--- src/rtl/dds_oscillator.sv ---
// -----------------------------------------------------------------------------
// dds_oscillator
//
// Direct digital synthesis oscillator. A free-running divider produces a
// one-cycle sample tick every clk_freq_p/sample_rate_p clocks. On each tick the
// current phase is turned into one sample of the selected waveform (sine,
// square, triangle or sawtooth) and the phase accumulator advances by an
// increment derived from the requested frequency in Hz.
//
// Ports
//   clk_i        : single clock, all state updates on the rising edge
//   reset_i      : synchronous, active-high reset (dominates everything)
//   freq_ctrl_i  : requested output frequency in Hz (clamped to Nyquist)
//   wave_sel_i   : 00 sine, 01 square, 10 triangle, 11 sawtooth
//   duty_i       : square-wave high fraction = duty_i/256
//   sync_i       : phase restart pulse
//   ready_i      : downstream accepts the sample on data_o
//   data_o       : current signed sample
//   valid_o      : data_o holds a sample not yet consumed
//   overrun_o    : sticky, set when a new sample had to be dropped
//
// Handshake: a sample is consumed in any cycle where valid_o && ready_i. While
// valid_o is high and ready_i is low, data_o is held stable. A tick that finds
// an unconsumed sample with no handshake in the same cycle drops the new
// sample (the phase still advances) and sets overrun_o.
// -----------------------------------------------------------------------------
module dds_oscillator #(
    parameter int width_p       = 12,
    parameter int clk_freq_p    = 12_000_000,
    parameter int sample_rate_p = 48_000,
    parameter int phase_width_p = 24,
    parameter int lut_log2_p    = 8
) (
    input  logic                      clk_i,
    input  logic                      reset_i,
    input  logic [15:0]               freq_ctrl_i,
    input  logic [1:0]                wave_sel_i,
    input  logic [7:0]                duty_i,
    input  logic                      sync_i,
    input  logic                      ready_i,
    output logic signed [width_p-1:0] data_o,
    output logic                      valid_o,
    output logic                      overrun_o
);

    // ------------------------------------------------------------------
    // Elaboration constants
    // ------------------------------------------------------------------
    localparam int N_LP     = clk_freq_p / sample_rate_p;
    localparam int CNT_W_LP = (N_LP > 1) ? $clog2(N_LP) : 1;
    localparam logic [CNT_W_LP-1:0] CNT_MAX_LP = CNT_W_LP'(N_LP - 1);

    // Phase increment per Hz, scaled by 2^16 so the per-tick increment can be
    // rounded after the multiply: K = round(2^(phase_width_p+16)/sample_rate_p).
    localparam logic [63:0] K_LP =
        ((64'd1 << (phase_width_p + 16)) + 64'(sample_rate_p / 2)) / 64'(sample_rate_p);

    localparam int LUT_N_LP = 1 << lut_log2_p;

    localparam logic [width_p-1:0] HALF_LP   = {1'b1, {(width_p-1){1'b0}}};
    localparam logic [width_p-1:0] SQ_POS_LP = {1'b0, {(width_p-1){1'b1}}};
    localparam logic [width_p-1:0] SQ_NEG_LP = {1'b1, {(width_p-2){1'b0}}, 1'b1};

    // pi * 2^30, the fixed-point scale used to build the sine table.
    localparam longint PI_Q30_LP = 64'sd3373259426;

    // Quarter-wave sine entry i = round(A*sin(pi/2*(i+0.5)/2^lut_log2_p)),
    // A = 2^(width_p-1)-1, evaluated with an integer Taylor series in Q30 so
    // the table is built entirely at elaboration time.
    function automatic longint sine_entry(input int idx);
        longint x;
        longint x2;
        longint term;
        longint sum;
        longint amp;
        x    = (PI_Q30_LP * longint'(2 * idx + 1)) >>> (lut_log2_p + 2);
        x2   = (x * x) >>> 30;
        term = x;
        sum  = x;
        for (int k = 1; k <= 12; k++) begin
            term = (term * x2) >>> 30;
            term = term / longint'((2 * k) * (2 * k + 1));
            if ((k % 2) == 1) begin
                sum = sum - term;
            end else begin
                sum = sum + term;
            end
        end
        amp = (longint'(1) <<< (width_p - 1)) - 1;
        return (amp * sum + (longint'(1) <<< 29)) >>> 30;
    endfunction

    // Quarter-wave magnitude table (all entries are non-negative).
    logic [width_p-2:0] lut_w [LUT_N_LP];

    for (genvar g = 0; g < LUT_N_LP; g++) begin : g_lut
        localparam longint ENTRY_LP = sine_entry(g);
        assign lut_w[g] = (width_p-1)'(ENTRY_LP);
    end

    // ------------------------------------------------------------------
    // State
    // ------------------------------------------------------------------
    logic [CNT_W_LP-1:0]      cnt_q,     cnt_d;
    logic [phase_width_p-1:0] phase_q,   phase_d;
    logic [width_p-1:0]       data_q,    data_d;
    logic                     valid_q,   valid_d;
    logic                     overrun_q, overrun_d;

    // ------------------------------------------------------------------
    // Datapath
    // ------------------------------------------------------------------
    logic                     tick;
    logic [15:0]              freq_c;
    logic [63:0]              prod;
    logic [phase_width_p-1:0] inc;
    logic [phase_width_p-1:0] phase_s;
    logic [width_p-1:0]       u;
    logic [7:0]               top8;
    logic [1:0]               quad;
    logic [lut_log2_p-1:0]    lut_idx;
    logic [width_p-1:0]       sine_mag;
    logic [width_p-1:0]       sine_val;
    logic [width_p-1:0]       sq_val;
    logic [width_p-1:0]       tri_v;
    logic [width_p-1:0]       tri_val;
    logic [width_p-1:0]       saw_val;
    logic [width_p-1:0]       sample;

    assign tick = (cnt_q == CNT_MAX_LP);

    always_comb begin
        // Clamp to Nyquist before scaling.
        freq_c = freq_ctrl_i;
        if (32'(freq_ctrl_i) > 32'(sample_rate_p / 2)) begin
            freq_c = 16'(sample_rate_p / 2);
        end
        prod = 64'(freq_c) * K_LP;
        inc  = phase_width_p'((prod + 64'd32768) >> 16);

        // A sync pulse restarts from phase 0; when it lands on a tick the
        // sample is taken from phase 0 and the accumulator leaves at inc.
        phase_s = sync_i ? '0 : phase_q;

        u    = width_p'(phase_s >> (phase_width_p - width_p));
        top8 = 8'(phase_s >> (phase_width_p - 8));
        quad = 2'(phase_s >> (phase_width_p - 2));

        // Odd quadrants walk the table backwards, the lower half is negated.
        lut_idx = lut_log2_p'(phase_s >> (phase_width_p - 2 - lut_log2_p));
        if (quad[0]) begin
            lut_idx = ~lut_idx;
        end
        sine_mag = {1'b0, lut_w[lut_idx]};
        sine_val = quad[1] ? (-sine_mag) : sine_mag;

        sq_val  = (top8 < duty_i) ? SQ_POS_LP : SQ_NEG_LP;

        tri_v   = u[width_p-1] ? ((~u) << 1) : (u << 1);
        tri_val = tri_v - HALF_LP;

        saw_val = u - HALF_LP;

        case (wave_sel_i)
            2'b00:   sample = sine_val;
            2'b01:   sample = sq_val;
            2'b10:   sample = tri_val;
            default: sample = saw_val;
        endcase

        // A zero frequency request mutes the output.
        if (freq_ctrl_i == 16'd0) begin
            sample = '0;
        end
    end

    // ------------------------------------------------------------------
    // Next state
    // ------------------------------------------------------------------
    always_comb begin
        cnt_d     = tick ? '0 : (cnt_q + CNT_W_LP'(1));
        phase_d   = tick ? (phase_s + inc) : phase_s;
        data_d    = data_q;
        valid_d   = valid_q;
        overrun_d = overrun_q;

        if (tick) begin
            if (valid_q && !ready_i) begin
                overrun_d = 1'b1;
            end else begin
                data_d  = sample;
                valid_d = 1'b1;
            end
        end else if (valid_q && ready_i) begin
            valid_d = 1'b0;
        end
    end

    always_ff @(posedge clk_i) begin
        if (reset_i) begin
            cnt_q     <= '0;
            phase_q   <= '0;
            data_q    <= '0;
            valid_q   <= 1'b0;
            overrun_q <= 1'b0;
        end else begin
            cnt_q     <= cnt_d;
            phase_q   <= phase_d;
            data_q    <= data_d;
            valid_q   <= valid_d;
            overrun_q <= overrun_d;
        end
    end

    assign data_o    = $signed(data_q);
    assign valid_o   = valid_q;
    assign overrun_o = overrun_q;

endmodule

--- config.mk ---
export PLATFORM = sky130hd
export DESIGN_NAME = dds_oscillator
export DESIGN_NICKNAME = d
export VERILOG_FILES = /design/src/rtl/dds_oscillator.sv
export SDC_FILE = /design/constraint.sdc
export NUM_CORES = 1
export LEC_CHECK = 0
export ABC_AREA = 1
export BUFFER_PORTS_ARGS = -buffer_cell sky130_fd_sc_hd__buf_2
export CORE_MARGIN = 2
export CORE_UTILIZATION = 55
export CTS_BUF_LIST = sky130_fd_sc_hd__clkbuf_16
export DETAILED_ROUTE_END_ITERATION = 10
export PLACE_DENSITY = 0.77
export SLEW_MARGIN = 20
export SYNTH_ARGS = -nofsm -noshare
export SYNTH_HDL_FRONTEND = slang
export SYNTH_SLANG_ARGS = --single-unit
--- constraint.sdc ---
create_clock -name clk_i -period 10 [get_ports clk_i]
set_input_delay 0.5 -clock clk_i [delete_from_list [all_inputs] [get_ports clk_i]]
set_output_delay 0.5 -clock clk_i [all_outputs]
set_load 0.1 [all_outputs]
### Yosys cells after proc, flatten, opt, wreduce, memory -nomap -nowiden

Memory sizes are Yosys's and may differ from the RTL's.
Cells that the tools add are included.

* register bits after elaboration: 46
* bits in read-only memories: 2816
* input bits: 30
* output and inout bits: 14
* logic and storage cells: 48
* memories: 1

Memories
* (name not given): words 256, width 11, rd ports 1, clocked after Yosys merged registers in 0, write ports 0, RTL line 154 `sine_mag = {1'b0, lut_w[lut_idx]};`

* add/sub/neg operators: 6
* multipliers: 1
* order comparisons: 3
* equality and inequality tests: 4
* multiplexer cells: 14
* bitwise gates (word level): 4
* reductions and logical operators: 10

Operators with widths (number)
* $mux 12: 4
* $mux 24: 2
* $add 40x16->40 const B: 1
* $mul 16x23->38 const B: 1
* $pmux 12 s3: 1
* $add 24x24->24: 1
* $sub 12x12->12 const B: 2
* $mux 11: 2
* $gt 16x15->1 const B: 1
* $logic_not 16->1: 1
* $mux 16: 1
* $neg 11->12: 1
* $not 11->11: 1
* $ge 9x9->1 const B: 1
* $not 8->9: 1
* $add 8x1->8 const B: 1
* $eq 8x8->1 const B: 1
* $lt 8x8->1: 1
* $mux 8: 1
* $not 8->8: 1
* $reduce_and 2->1: 3
* $mux 1: 3
* $eq 2x1->1 const B: 1
* $eq 2x2->1 const B: 1
* 7 further kinds: 8

### Logic depth before layout (Yosys ltp)

Gate-level depths: netlist of the first run.

* depth after elaboration: 11
* gate-level depth with buffers: 56
* depth with buffers taken out: 56

### Worst setup path before layout of the first run

No wires, ideal clock.

* path kind: input to register
* start point: input port freq_ctrl_i[15]
* end point: register phase_q[22]
* library setup time: 117 ps
* arrival: 8151 ps
* data required time: 9883 ps
* path slack: 1732 ps
* stages: 49
* path buffers: 0
* path through: inv_1 > nand2_1 > nor2_1 > nand3_1 > nand2_1 > inv_1 > nand2_1 > inv_1 > ha_1 > ha_1 > or2_2 > fa_1 > inv_1 > fa_1 > inv_1 > fa_1 > inv_1 > fa_1 > [... 13 more ...] > nand3_1 > nor3_1 > xnor2_1 > inv_1 > ha_1 > nand4_1 > o221ai_1 > a21oi_1 > o21ai_0 > nand3_1 > nand2_1 > inv_1 > o21ai_0 > nand3_1 > nand2_1 > nor2_1 > o221ai_1 > inv_1

* cells in the longest elaborated chain, start to end: 6

RTL lines
* from (decl): RTL line 36 `input logic [15:0] freq_ctrl_i,`
* $gt 16x15->1: RTL line 135 `if (32'(freq_ctrl_i) > 32'(sample_rate_p / 2)) begin`
* $mux 16 (*): RTL line 135
* $mul 16x23->38 (*): RTL line 138 `prod = 64'(freq_c) * K_LP;`
* $add 40x16->40 (*): RTL line 139 `inc = phase_width_p'((prod + 64'd32768) >> 16);`
* $add 24x24->24 (*): RTL line 182 `phase_d = tick ? (phase_s + inc) : phase_s;`
* $mux 24 (*): RTL line 182
* to (signal assigned): RTL line 208 `phase_q <= phase_d;`
* to (decl): RTL line 105 `logic [phase_width_p-1:0] phase_q, phase_d;`

Mark *: on every way between the ends. The rest lies on a longest branch, timed or not.
A chain may end at the register's enable or synchronous reset.

### Worst setup path in the final report of the first run

* start point: input port freq_ctrl_i[0]
* end point: register phase_q[21]

Same word-level chain as after synthesis.

==> results.md, run 1 <==
* Run status: finished, final reports clean
* Synth warn at 0
* Final Cell Area at 14580 µm²
* Fmax at about 110 MHz
* Fin nets at ~2.5k
* Maxcap violations at 0
* Drt drc at 0
* DR vias at about 14k
* H-tree depth at 2
* Endpoint required time on the critical path at between 10 and 15 ns
* HP Start: data_o[2]
* Worst hold path depth at 2
* Post-CTS Setup Bufs at 0
* Setup ws final at 0.6994 ns
* EDFF count, synth at 0
* FF/Latch Area at 920.9 µm²
* Nature of the critical path startpoint: primary input
* Flops & latches, synth at 46
* Mean Syn Cell Area at 6.739 µm²
* Post-Place Setup Slack at 0.4483 ns
* First-pass GRT wire length at about 68000 µm
* Worst reg2reg path endpoint: data_o[2]
* Synth unique cells at 55
* Proportion of layout cells with a drive suffix above 1 at roughly 7%
* Drt pass-1 iters at 6
* Worst Reg-to-Reg Cells at 20
* Routed WL at approximately 41000 µm
* Wire per inst at 17.07 µm
* Filler Cells Inserted at around 2.4k
* Initial core utilization at a little under three fifths
* GP Congestion at between 1 and 1.5
* Cell Area, Placed at 14410 µm²
* Total CTS buffers at 5
* Worst-path maximum fanout at 9
* Port Buf Inserts at 43
* Placed Cells incl. Taps at ~2.4k
* Setup Skew at between 0.005 and 0.006 ns
* Largest net degree at the start of global routing at slightly above 50
* Vias in the first global route at approximately 14k
* Area growth, synth to finish at 4.530%
* Main flop type after synthesis: dfxtp_1
* Root Buffer: clkbuf_16
* Hold crit path type: flip-flop to flip-flop
* TritonCTS clock tree: yes
* Final Non-Filler Cells at around 2.4k
* Area of the core at roughly 25000 µm²
* Register area share after synthesis at under 10%
* Initial antenna violation count at 0
* Max clock buf depth at 2
* Post-synth top area share at between 10% and 20%
* Io pins at 44
* Clk slew on worst S/H paths at around 0.06 ns
* Synth area leaders: fa_1, ha_1, nand2_1
* Post-DRT Antenna Nets at 0
* Clk_lat worst skew at 0.29 ns
* Hold Fails Final Rpt at 0
* Reg2Reg Setup Slack at 6.11 ns
* CTS sink cnt at 46
* Fin Setup TNS at 0 ns
* CP Capture Type: flip-flop
* Hpwl dp at 34970 µm
* Syn Std Cell Area at between 10000 and 15000 µm²
* Setup Viol. Count Final at 0
* Most frequent CP cell: inv_1
* Die Y at 163.3 µm
* Die Width at about 160 µm
* RSZ-0062 raised after global routing: false
* Vias per cell at ~5.7
* Die area at around 27000 µm²
* CP max stage delay at 0.62 ns
* Slew Viols, Final at 0
* Antenna diode count at 0
* Initial DRC count at about 1.4k
* Worst setup path class: primary input to flip-flop
* GRT Util Overall at around a third
* Synth area leader: fa_1
* Total grt overflow at 0
* Reg2reg start: phase_q[22]
* Post-layout min period at 9.301 ns
* Cell Rows at 58
* Slew @ Worst Pin at 0.7512 ns
* Relative max-transition margin at between 40% and 50%
* Multi-input gate area at about 11000 µm²
* Post-synth ARST share at 0%
* WP data arrival at about 9.5 ns
* Fraction of the cycle the final worst path needs at 93.01%
* Worst path slowest cell: fa_1
* Synthesized instance count at around 2.1k
* Worst Hold End: data_o[2]
[stage by stage]
stage	hold slack (ns)	util, %
floorplan	0.4334	-
global placement	0.4457	57.56
detailed placement	0.4537	57.56
CTS	0.4641	58.22
global route	0.4819	58.24
finish	0.4611	58.24
[per-layer routing]
layer  up-vias  wire length [µm]  track usage [%]  part of all wire, %
li1       6663                 -                -                    -
met1      6342             17430            40.93                   42
met2       572             19640            54.58                   47
met3       121              2634            4.165                  6.4
met4         0              1655            12.31                  4.0
met5         -                 0                0                    0
[how the worst max path moves through the flow]
| stage | depth (start not counted) | end | from | slack, ns |
|---|---|---|---|---|
| after floorplan | 49 | phase_q[22] | freq_ctrl_i[15] | 1.73 |
| after global placement | 45 | phase_q[22] | freq_ctrl_i[3] | 0.43 |
| after detailed placement | 44 | phase_q[22] | freq_ctrl_i[0] | 0.45 |
| after CTS | 44 | phase_q[22] | freq_ctrl_i[0] | 0.69 |
| after global routing | 45 | phase_q[22] | freq_ctrl_i[0] | 0.004 |
| final | 45 | phase_q[21] | freq_ctrl_i[0] | 0.70 |
[flip-flops by register name, summed over array words and instances, names as in the netlist]
signal	flops
phase_q	24
data_o	12
cnt_q	8
overrun_o	1
valid_o	1
[area by class of cell]
type                       instances  share of cell area, %
timing repair buffer              51                  1.888
clock buffer                       5                 0.8581
clock inverter                     3                 0.2746
sequential                        46                  6.315
inverter                         426                  11.00
multi-input combinational       1562                  76.83
tap                              330                  2.832
[logic make-up (layout without fill, tap and decap cells)]
| family | count (synthesis) | count (layout) | synth area share (%) |
|---|---|---|---|
| AND/OR/NAND/NOR | 845 | 845 | 26.57 |
| adder cells (fa/ha/maj) | 328 | 328 | 36.42 |
| AO/OA/AOI/OAI | 332 | 332 | 13.98 |
| other | 2 | 9 | 0.05384 |
| buffers and inverters | 469 | 485 | 13.31 |
| XOR/XNOR | 48 | 48 | 3.068 |
| flip-flops | 46 | 46 | 6.601 |
[what timing repair did]
action,4_1_cts,5_1_grt
hold buffers,0,0
setup endpoints to repair,0,3
resized for setup,0,3
[placed cells by master (no fill, tap or decap), types with 5 or more instances in the layout]
cell	Yosys	final
nand2_1	445	444
inv_1	407	407
ha_1	198	198
nor2_1	146	145
nand3_1	141	141
fa_1	130	130
a21oi_1	128	128
o21ai_0	91	90
dfxtp_1	46	46
buf_2	15	43
xor2_1	32	32
o211ai_1	26	26
nor3_1	25	25
a31oi_1	18	18
inv_2	17	17
nand2_2	16	17
xnor2_1	15	15
nand4_1	14	14
o21ai_1	13	14
nor2_2	12	13
nand3b_1	9	9
conb_1	2	9
nor2_4	8	8
nand2_4	8	8
buf_4	5	8
a21o_1	7	7
o22ai_1	6	6
a21oi_2	5	5
o21ai_4	5	5
nor4_1	5	5
or2_2	5	5
clkbuf_16	0	5
[critical path: cells and delay by family]
kind,cells,cell delay [ns]
compound gates,8,1.67
xor+xnor,1,0.21
fa+ha+maj,8,3.58
buf+inv,13,1.07
simple gates,15,2.45
[cell usage after synthesis (16+ instances only)]
| cell | count |
|---|---|
| nand3_1 | 141 |
| o211ai_1 | 26 |
| ha_1 | 198 |
| xor2_1 | 32 |
| fa_1 | 130 |
| nand2_2 | 16 |
| nor2_1 | 146 |
| nand2_1 | 445 |
| nor3_1 | 25 |
| o21ai_0 | 91 |
| inv_1 | 407 |
| a31oi_1 | 18 |
| a21oi_1 | 128 |
| clkbuf_1 | 16 |
| inv_2 | 17 |
| dfxtp_1 | 46 |
Power of run 1 is not shown: default switching activity piles up to over one toggle a cycle in this logic, so the estimate is an artifact.
==> inputs of run 2 (changes only) <==
--- a/config.mk
+++ b/config.mk
@@ -11,7 +11,8 @@
 export CORE_UTILIZATION = 55
 export CTS_BUF_LIST = sky130_fd_sc_hd__clkbuf_16
 export DETAILED_ROUTE_END_ITERATION = 10
-export PLACE_DENSITY = 0.77
+export GPL_TIMING_DRIVEN = 0
+export PLACE_DENSITY_LB_ADDON = 0.3
 export SLEW_MARGIN = 20
 export SYNTH_ARGS = -nofsm -noshare
 export SYNTH_HDL_FRONTEND = slang
==> run 2 against run 1 <==
Compared with the run above:
- worst hold slack gained 0.0061 ns
- via count grew 2.2%
- non-clock buffer count grew 38
- utilization grew 1.3 points
- register-to-register slack lost 0.16 ns
- first-iteration DRC count shrank 2.7%
- cell count grew 1.6%
- maximum frequency shrank 2.8%
- critical path type unchanged
==> results.md, run 2 (synthesized netlist as in run 1, its figures left out) <==
* TritonCTS clock tree: yes (unchanged)
* Drt pass-1 iters at 8 (was 6)
* Setup Viol. Count Final at 0 (unchanged)
* Vias per cell at 5.686 (was 5.653)
* Vias in the first global route at 13.74k (was 13.54k)
* Relative max-transition margin at 28.11% (was 49.46%)
* Die Y at 163.3 µm (unchanged)
* Util after Layout at 59.55% (was 58.24%)
* Io pins at 44 (unchanged)
* Port Buf Inserts at 42 (was 43)
* Fin nets at 2488 (was 2450)
* Placed Cells incl. Taps at 2449 (was 2415)
* Antenna diode count at 0 (unchanged)
* Max clock buf depth at 2 (unchanged)
* Die area at 26650 µm² (unchanged)
* Fraction of the cycle the final worst path needs at 95.68% (was 93.01%)
* Hold Fails Final Rpt at 0 (unchanged)
* Cell Rows at 58 (unchanged)
* WP data arrival at 9.82 ns (was 9.54 ns)
* Initial DRC count at 1379 (was 1417)
* Routed WL at 44420 µm (was 41360 µm)
* Initial core utilization at 55.72% (unchanged)
* GRT Util Overall at 34.21% (was 31.90%)
* Die Width at 163.3 µm (unchanged)
* Proportion of layout cells with a drive suffix above 1 at 8.728% (was 6.976%)
* Hold crit path type: flip-flop to flip-flop (unchanged)
* Clk_lat worst skew at 0.30 ns (was 0.29 ns)
* Largest reg by FF count: phase_q (unchanged)
* Commonest cells after routing, fill and taps aside: nand2_1, inv_1, ha_1, nor2_1, nand3_1 (unchanged)
* Post-DRT Antenna Nets at 0 (unchanged)
* CP max stage delay at 0.55 ns (was 0.62 ns)
* Wire per inst at 18.05 µm (was 17.07 µm)
* Hold-fix buffers, CTS at 0 (unchanged)
* Hpwl dp at 36900 µm (was 34970 µm)
* Maxcap violations at 0 (unchanged)
* Fmax at 104.5 MHz (was 107.5 MHz)
* Clk slew on worst S/H paths at 0.07 ns (was 0.06 ns)
* DR vias at 13.99k (was 13.70k)
* Initial antenna violation count at 0 (unchanged)
* Post-Place Setup Slack at -0.1759 ns (was 0.4483 ns)
* Root Buffer: clkbuf_16 (unchanged)
* Run status: finished, final reports clean (unchanged)
* Final Non-Filler Cells at 2461 (was 2423)
* Largest net degree at the start of global routing at 16 (was 51)
* Setup Skew at 0.004329 ns (was 0.005016 ns)
* GP Congestion at 1.028 (was 1.024)
* Max FFs per register at 24 (unchanged)
* Nature of the critical path startpoint: primary input (unchanged)
* First-pass GRT wire length at 71630 µm (was 67850 µm)
* Most frequent CP cell: inv_1 (unchanged)
* Total grt overflow at 0 (unchanged)
* Worst setup path class: primary input to flip-flop (unchanged)
* Commonest non-fill, non-tap cell in the layout: nand2_1 (unchanged)
* H-tree depth at 2 (unchanged)
* Fin Setup TNS at 0 ns (unchanged)
* CTS sink cnt at 46 (unchanged)
* Drt drc at 0 (unchanged)
* Slew Viols, Final at 0 (unchanged)
* Worst path slowest cell: o21ai_0 (was fa_1)
* Setup ws final at 0.4322 ns (was 0.6994 ns)
* Endpoint required time on the critical path at 10.25 ns (was 10.24 ns)
* CP Capture Type: flip-flop (unchanged)
* Area of the core at 25040 µm² (unchanged)
* Post-layout min period at 9.568 ns (was 9.301 ns)
* Slew @ Worst Pin at 1.070 ns (was 0.7512 ns)
* Area growth, synth to finish at 6.870% (was 4.530%)
* Total CTS buffers at 5 (unchanged)
* Worst-path maximum fanout at 9 (unchanged)
-- run 2: layout make-up --
type / instances / area, µm²
multi-input combinational: 1562 / 11300
fill: 2392 / 10130
inverter: 426 / 1608
sequential: 46 / 920.9
tap: 330 / 412.9
buffer: 43 / 252.7
timing repair buffer: 46 / 240.2
clock buffer: 5 / 125.1
clock inverter: 3 / 43.79
-- run 2: layer usage --
layer,wire length (µm),GRT usage [%],part of all wire [%],up-vias
li1,-,-,-,6744
met1,18200,43.28,41,6436
met2,20680,58.06,47,643
met3,3402,5.383,7.7,170
met4,2145,14.24,4.8,0
met5,0,0,0,-
-- run 2: per-stage QoR --
| step | cell area (µm²) | hold slack [ns] |
|---|---|---|
| 3_3_place_gp | 14600 | 0.4463 |
| 2_1_floorplan | 13980 | 0.4334 |
| 6_report | 14910 | 0.4672 |
| 3_5_place_dp | 14600 | 0.4504 |
| 5_1_grt | 14910 | 0.4877 |
| 4_1_cts | 14770 | 0.4675 |
-- run 2: final timing paths --
kind	to	slack, ns	from	depth (start not counted)
min reg2reg	data_o[3]	0.47	data_o[3]	2
max reg2reg	data_o[10]	5.95	phase_q[22]	22
min	data_o[3]	0.47	data_o[3]	2
max	phase_q[21]	0.43	freq_ctrl_i[0]	44
-- run 2: critical path: cells and delay by family --
kind / cells / cell delay, ns
buffers and inverters: 11 / 1.12
adder cells (fa/ha/maj): 8 / 3.25
AND/OR/NAND/NOR: 14 / 2.58
AO/OA/AOI/OAI: 9 / 1.89
XOR/XNOR: 2 / 0.45
-- run 2: what timing repair did --
action | in CTS | in global routing
buffers inserted | 0 | 4
endpoints found under the setup margin | 0 | 9
resized for setup | 0 | 28
Power of run 2 is left out for the same reason.
==> inputs of run 3 (changes only) <==
--- a/config.mk
+++ b/config.mk
@@ -5,7 +5,7 @@
 export SDC_FILE = /design/constraint.sdc
 export NUM_CORES = 1
 export LEC_CHECK = 0
-export ABC_AREA = 1
+export ABC_AREA = 0
 export BUFFER_PORTS_ARGS = -buffer_cell sky130_fd_sc_hd__buf_2
 export CORE_MARGIN = 2
 export CORE_UTILIZATION = 55
==> constraint.sdc (replaced) <==
create_clock -name clk_i -period 10 [get_ports clk_i]
set_input_delay 1.5 -clock clk_i [delete_from_list [all_inputs] [get_ports clk_i]]
set_output_delay 1.5 -clock clk_i [all_outputs]
set_load 0.1 [all_outputs]
==> run 3 against run 2 <==
Compared with the run above:
- die area increased by 6.1%
- sequential share of layout area is 0.95 points lower
- synthesized area grew 6.3%
- critical endpoint is now phase_q[23]
- global-route usage up 5.7 points
- first-iteration DRC count grew 46%
- register-to-register slack got worse by 3.1 ns
- the run now ends with setup timing left
- routed wire length rose by 35%
- highest routed layer is now met5
- synthesized cell count fell by 7.1%
- non-clock buffer count is 146 higher
- worst setup slack worse by 1.7 ns
- utilization is 6.4 points higher
==> results.md, run 3 <==
* CTS sink cnt at 46 (unchanged)
* Vias per cell at 6.773 (was 5.686)
* Post-layout min period at 11.28 ns (was 9.568 ns)
* Failing checks: setup timing
* CP max stage delay at 0.58 ns (was 0.55 ns)
* Die Y at 168.2 µm (was 163.3 µm)
* Hold-fix buffers, CTS at 0 (unchanged)
* Hold crit path type: flip-flop to flip-flop (unchanged)
* Antenna diode count at 0 (unchanged)
* First-pass GRT wire length at 87980 µm (was 71630 µm)
* Fin nets at 2424 (was 2488)
* Synth unique cells at 98 (was 55)
* Total grt overflow at 0 (unchanged)
* Die area at 28280 µm² (was 26650 µm²)
* Worst reg2reg path endpoint: data_o[10] (unchanged)
* Maxcap violations at 0 (unchanged)
* Worst Hold End: data_o[10] (was data_o[3])
* Most frequent CP cell: fa_1 (was inv_1)
* EDFF count, synth at 0 (unchanged)
* Proportion of layout cells with a drive suffix above 1 at 17.76% (was 8.728%)
* Setup ws final at -1.283 ns (was 0.4322 ns)
* Most frequent cell after synthesis: inv_1 (was nand2_1)
* Post-synth ARST share at 0% (unchanged)
* Worst hold path depth at 2 (unchanged)
* Register area share after synthesis at 6.213% (was 6.601%)
* Main flop type after synthesis: dfxtp_1 (unchanged)
* HP Start: data_o[10] (was data_o[3])
* Clk slew on worst S/H paths at 0.07 ns (about the same)
* Synthesized instance count at 1923 (was 2070)
* Syn Std Cell Area at 14820 µm² (was 13950 µm²)
* GP Congestion at 1.051 (was 1.028)
* Relative max-transition margin at 19.48% (was 28.11%)
* Fraction of the cycle the final worst path needs at 112.8% (was 95.68%)
* Io pins at 44 (unchanged)
* Largest reg by FF count: phase_q (unchanged)
* Flops & latches, synth at 46 (unchanged)
* CP Capture Type: flip-flop (unchanged)
* Drt drc at 0 (unchanged)
* Synth warn at 0 (unchanged)
* Area of the core at 26730 µm² (was 25040 µm²)
* Initial antenna violation count at 1 (was 0)
* TritonCTS clock tree: yes (unchanged)
* Placed Cells incl. Taps at 2312 (was 2449)
* Initial core utilization at 55.46% (was 55.72%)
* Vias in the first global route at 15.65k (was 13.74k)
* Clk_lat worst skew at 0.30 ns (about the same)
* Post-synth top area share at 17.56% (was 18.66%)
* Wire per inst at 24.97 µm (was 18.05 µm)
* Synth area leader: fa_1 (unchanged)
* Reg2reg start: phase_q[22] (unchanged)
* WP data arrival at 11.46 ns (was 9.82 ns)
* Final Non-Filler Cells at 2408 (was 2461)
* Root Buffer: clkbuf_16 (unchanged)
* Reg2Reg Setup Slack at 2.82 ns (was 5.95 ns)
* Routed WL at 60130 µm (was 44420 µm)
* Setup Skew at 0.007155 ns (was 0.004329 ns)
* Area growth, synth to finish at 18.87% (was 6.870%)
* Total CTS buffers at 5 (unchanged)
* Worst path slowest cell: fa_2 (was o21ai_0)
* Commonest cells after routing, fill and taps aside: inv_1, ha_1, nand2_1, fa_1, a21oi_1 (was nand2_1, inv_1, ha_1, nor2_1, nand3_1)
* Cell Rows at 60 (was 58)
* Endpoint required time on the critical path at 10.18 ns (was 10.25 ns)
* Post-DRT Antenna Nets at 0 (unchanged)
* Hpwl dp at 44610 µm (was 36900 µm)
* Top cells by count, synth: inv_1, ha_1, nand2_1 (was nand2_1, inv_1, ha_1)
* Drt pass-1 iters at 9 (was 8)
* Die Width at 168.2 µm (was 163.3 µm)
* Fmax at 88.63 MHz (was 104.5 MHz)
* Worst-path maximum fanout at 7 (was 9)
* Max clock buf depth at 2 (unchanged)
* Worst Reg-to-Reg Cells at 20 (was 22)
* Run status: finished, violations left (was finished, final reports clean)
* RSZ-0062 raised after global routing: true
* Initial DRC count at 2014 (was 1379)
* Hold Fails Final Rpt at 0 (unchanged)
* Largest net degree at the start of global routing at 15 (was 16)
* Mean Syn Cell Area at 7.708 µm² (was 6.739 µm²)
* Nature of the critical path startpoint: primary input (unchanged)
* H-tree depth at 2 (unchanged)
* Slew @ Worst Pin at 1.208 ns (was 1.070 ns)
* Worst setup path class: primary input to flip-flop (unchanged)
* DR vias at 16.31k (was 13.99k)
* Commonest non-fill, non-tap cell in the layout: inv_1 (was nand2_1)
* Setup Viol. Count Final at 14 (was 0)
* Max FFs per register at 24 (unchanged)
* Synth area leaders: fa_1, ha_1, dfxtp_1 (was fa_1, ha_1, nand2_1)
* GRT Util Overall at 39.90% (was 34.21%)
* Slew Viols, Final at 0 (unchanged)
* Port Buf Inserts at 41 (was 42)
* Hold Slack at 0.4642 ns (was 0.4672 ns)
-- run 3: changes by cell type after synthesis, moves of 19 or more --
cell / previous run / this run
nor2_1: 146 / 111
clkbuf_1: 16 / 86
nand2_1: 445 / 158
inv_1: 407 / 235
nand3_1: 141 / 38
xnor2_1: 15 / 59
a21o_1: 7 / 26
nand2b_1: 0 / 29
nor2b_1: 0 / 43
nor3_1: 25 / 48
-- run 3: cells by family (layout without fill, tap and decap cells) --
kind of cell / Yosys count / count (layout) / synth area share (%)
and+or+nand+nor: 551 / 551 / 18.98
adders and majority gates: 328 / 328 / 34.27
other: 2 / 9 / 0.05066
DFF: 46 / 46 / 6.213
muxes: 18 / 18 / 1.334
xor gates and xnor gates: 95 / 95 / 5.664
buffers and inverters: 344 / 481 / 8.812
AOI/OAI and AO/OA: 539 / 539 / 24.67
-- run 3: worst max path at each step --
stage,depth (start not counted),slack [ns],from,to
after floorplan,43,-0.59,freq_ctrl_i[0],phase_q[23]
after global placement,44,-2.08,freq_ctrl_i[0],phase_q[23]
after detailed placement,44,-2.27,freq_ctrl_i[0],phase_q[23]
after CTS,44,-1.04,freq_ctrl_i[0],phase_q[23]
after global routing,45,-1.51,freq_ctrl_i[0],phase_q[23]
final,39,-1.28,freq_ctrl_i[0],phase_q[23]
-- run 3: layout make-up --
cell class | instances | area (µm²)
clock buffer | 5 | 125.1
clock inverter | 3 | 16.27
sequential | 46 | 920.9
fill | 2196 | 9105
multi-input combinational | 1540 | 13700
tap | 341 | 426.7
timing repair buffer | 133 | 1052
buffer | 102 | 454.2
inverter | 238 | 927.1
-- run 3: per-layer routing --
| metal | wire, µm | global-route usage [%] | vias up |
|---|---|---|---|
| met2 | 26150 | 61.82 | 1150 |
| met3 | 6744 | 7.005 | 219 |
| li1 | - | - | 7073 |
| met4 | 2670 | 14.62 | 2 |
| met5 | 13 | 0 | - |
| met1 | 24550 | 55.96 | 7865 |
-- run 3: worst max-delay path: cells and delay by family --
family	cells	cell delay [ns]
xor+xnor	2	0.36
buf+inv	8	0.87
mux	1	0.33
fa+ha+maj	9	3.61
simple gates	8	2.23
compound gates	11	2.55
-- run 3: metrics by stage --
step	area [µm²]	TNS (ns)	util, %	setup slack [ns]
2_1_floorplan	15280	-0.5953	-	-0.5902
3_3_place_gp	15910	-16.47	59.53	-2.076
3_5_place_dp	15920	-19.19	59.57	-2.266
4_1_cts	16540	-3.801	61.87	-1.045
5_1_grt	17620	-13.74	65.93	-1.513
6_report	17620	-9.689	65.93	-1.283
-- run 3: what timing repair did --
item,in CTS,in global routing
setup buffers,29,65
endpoints found under the hold margin,0,0
gates resized for setup,46,135
pin swaps,48,72
cloned,1,0
setup endpoints to repair,16,17
Power of run 3 is left out for the same reason.
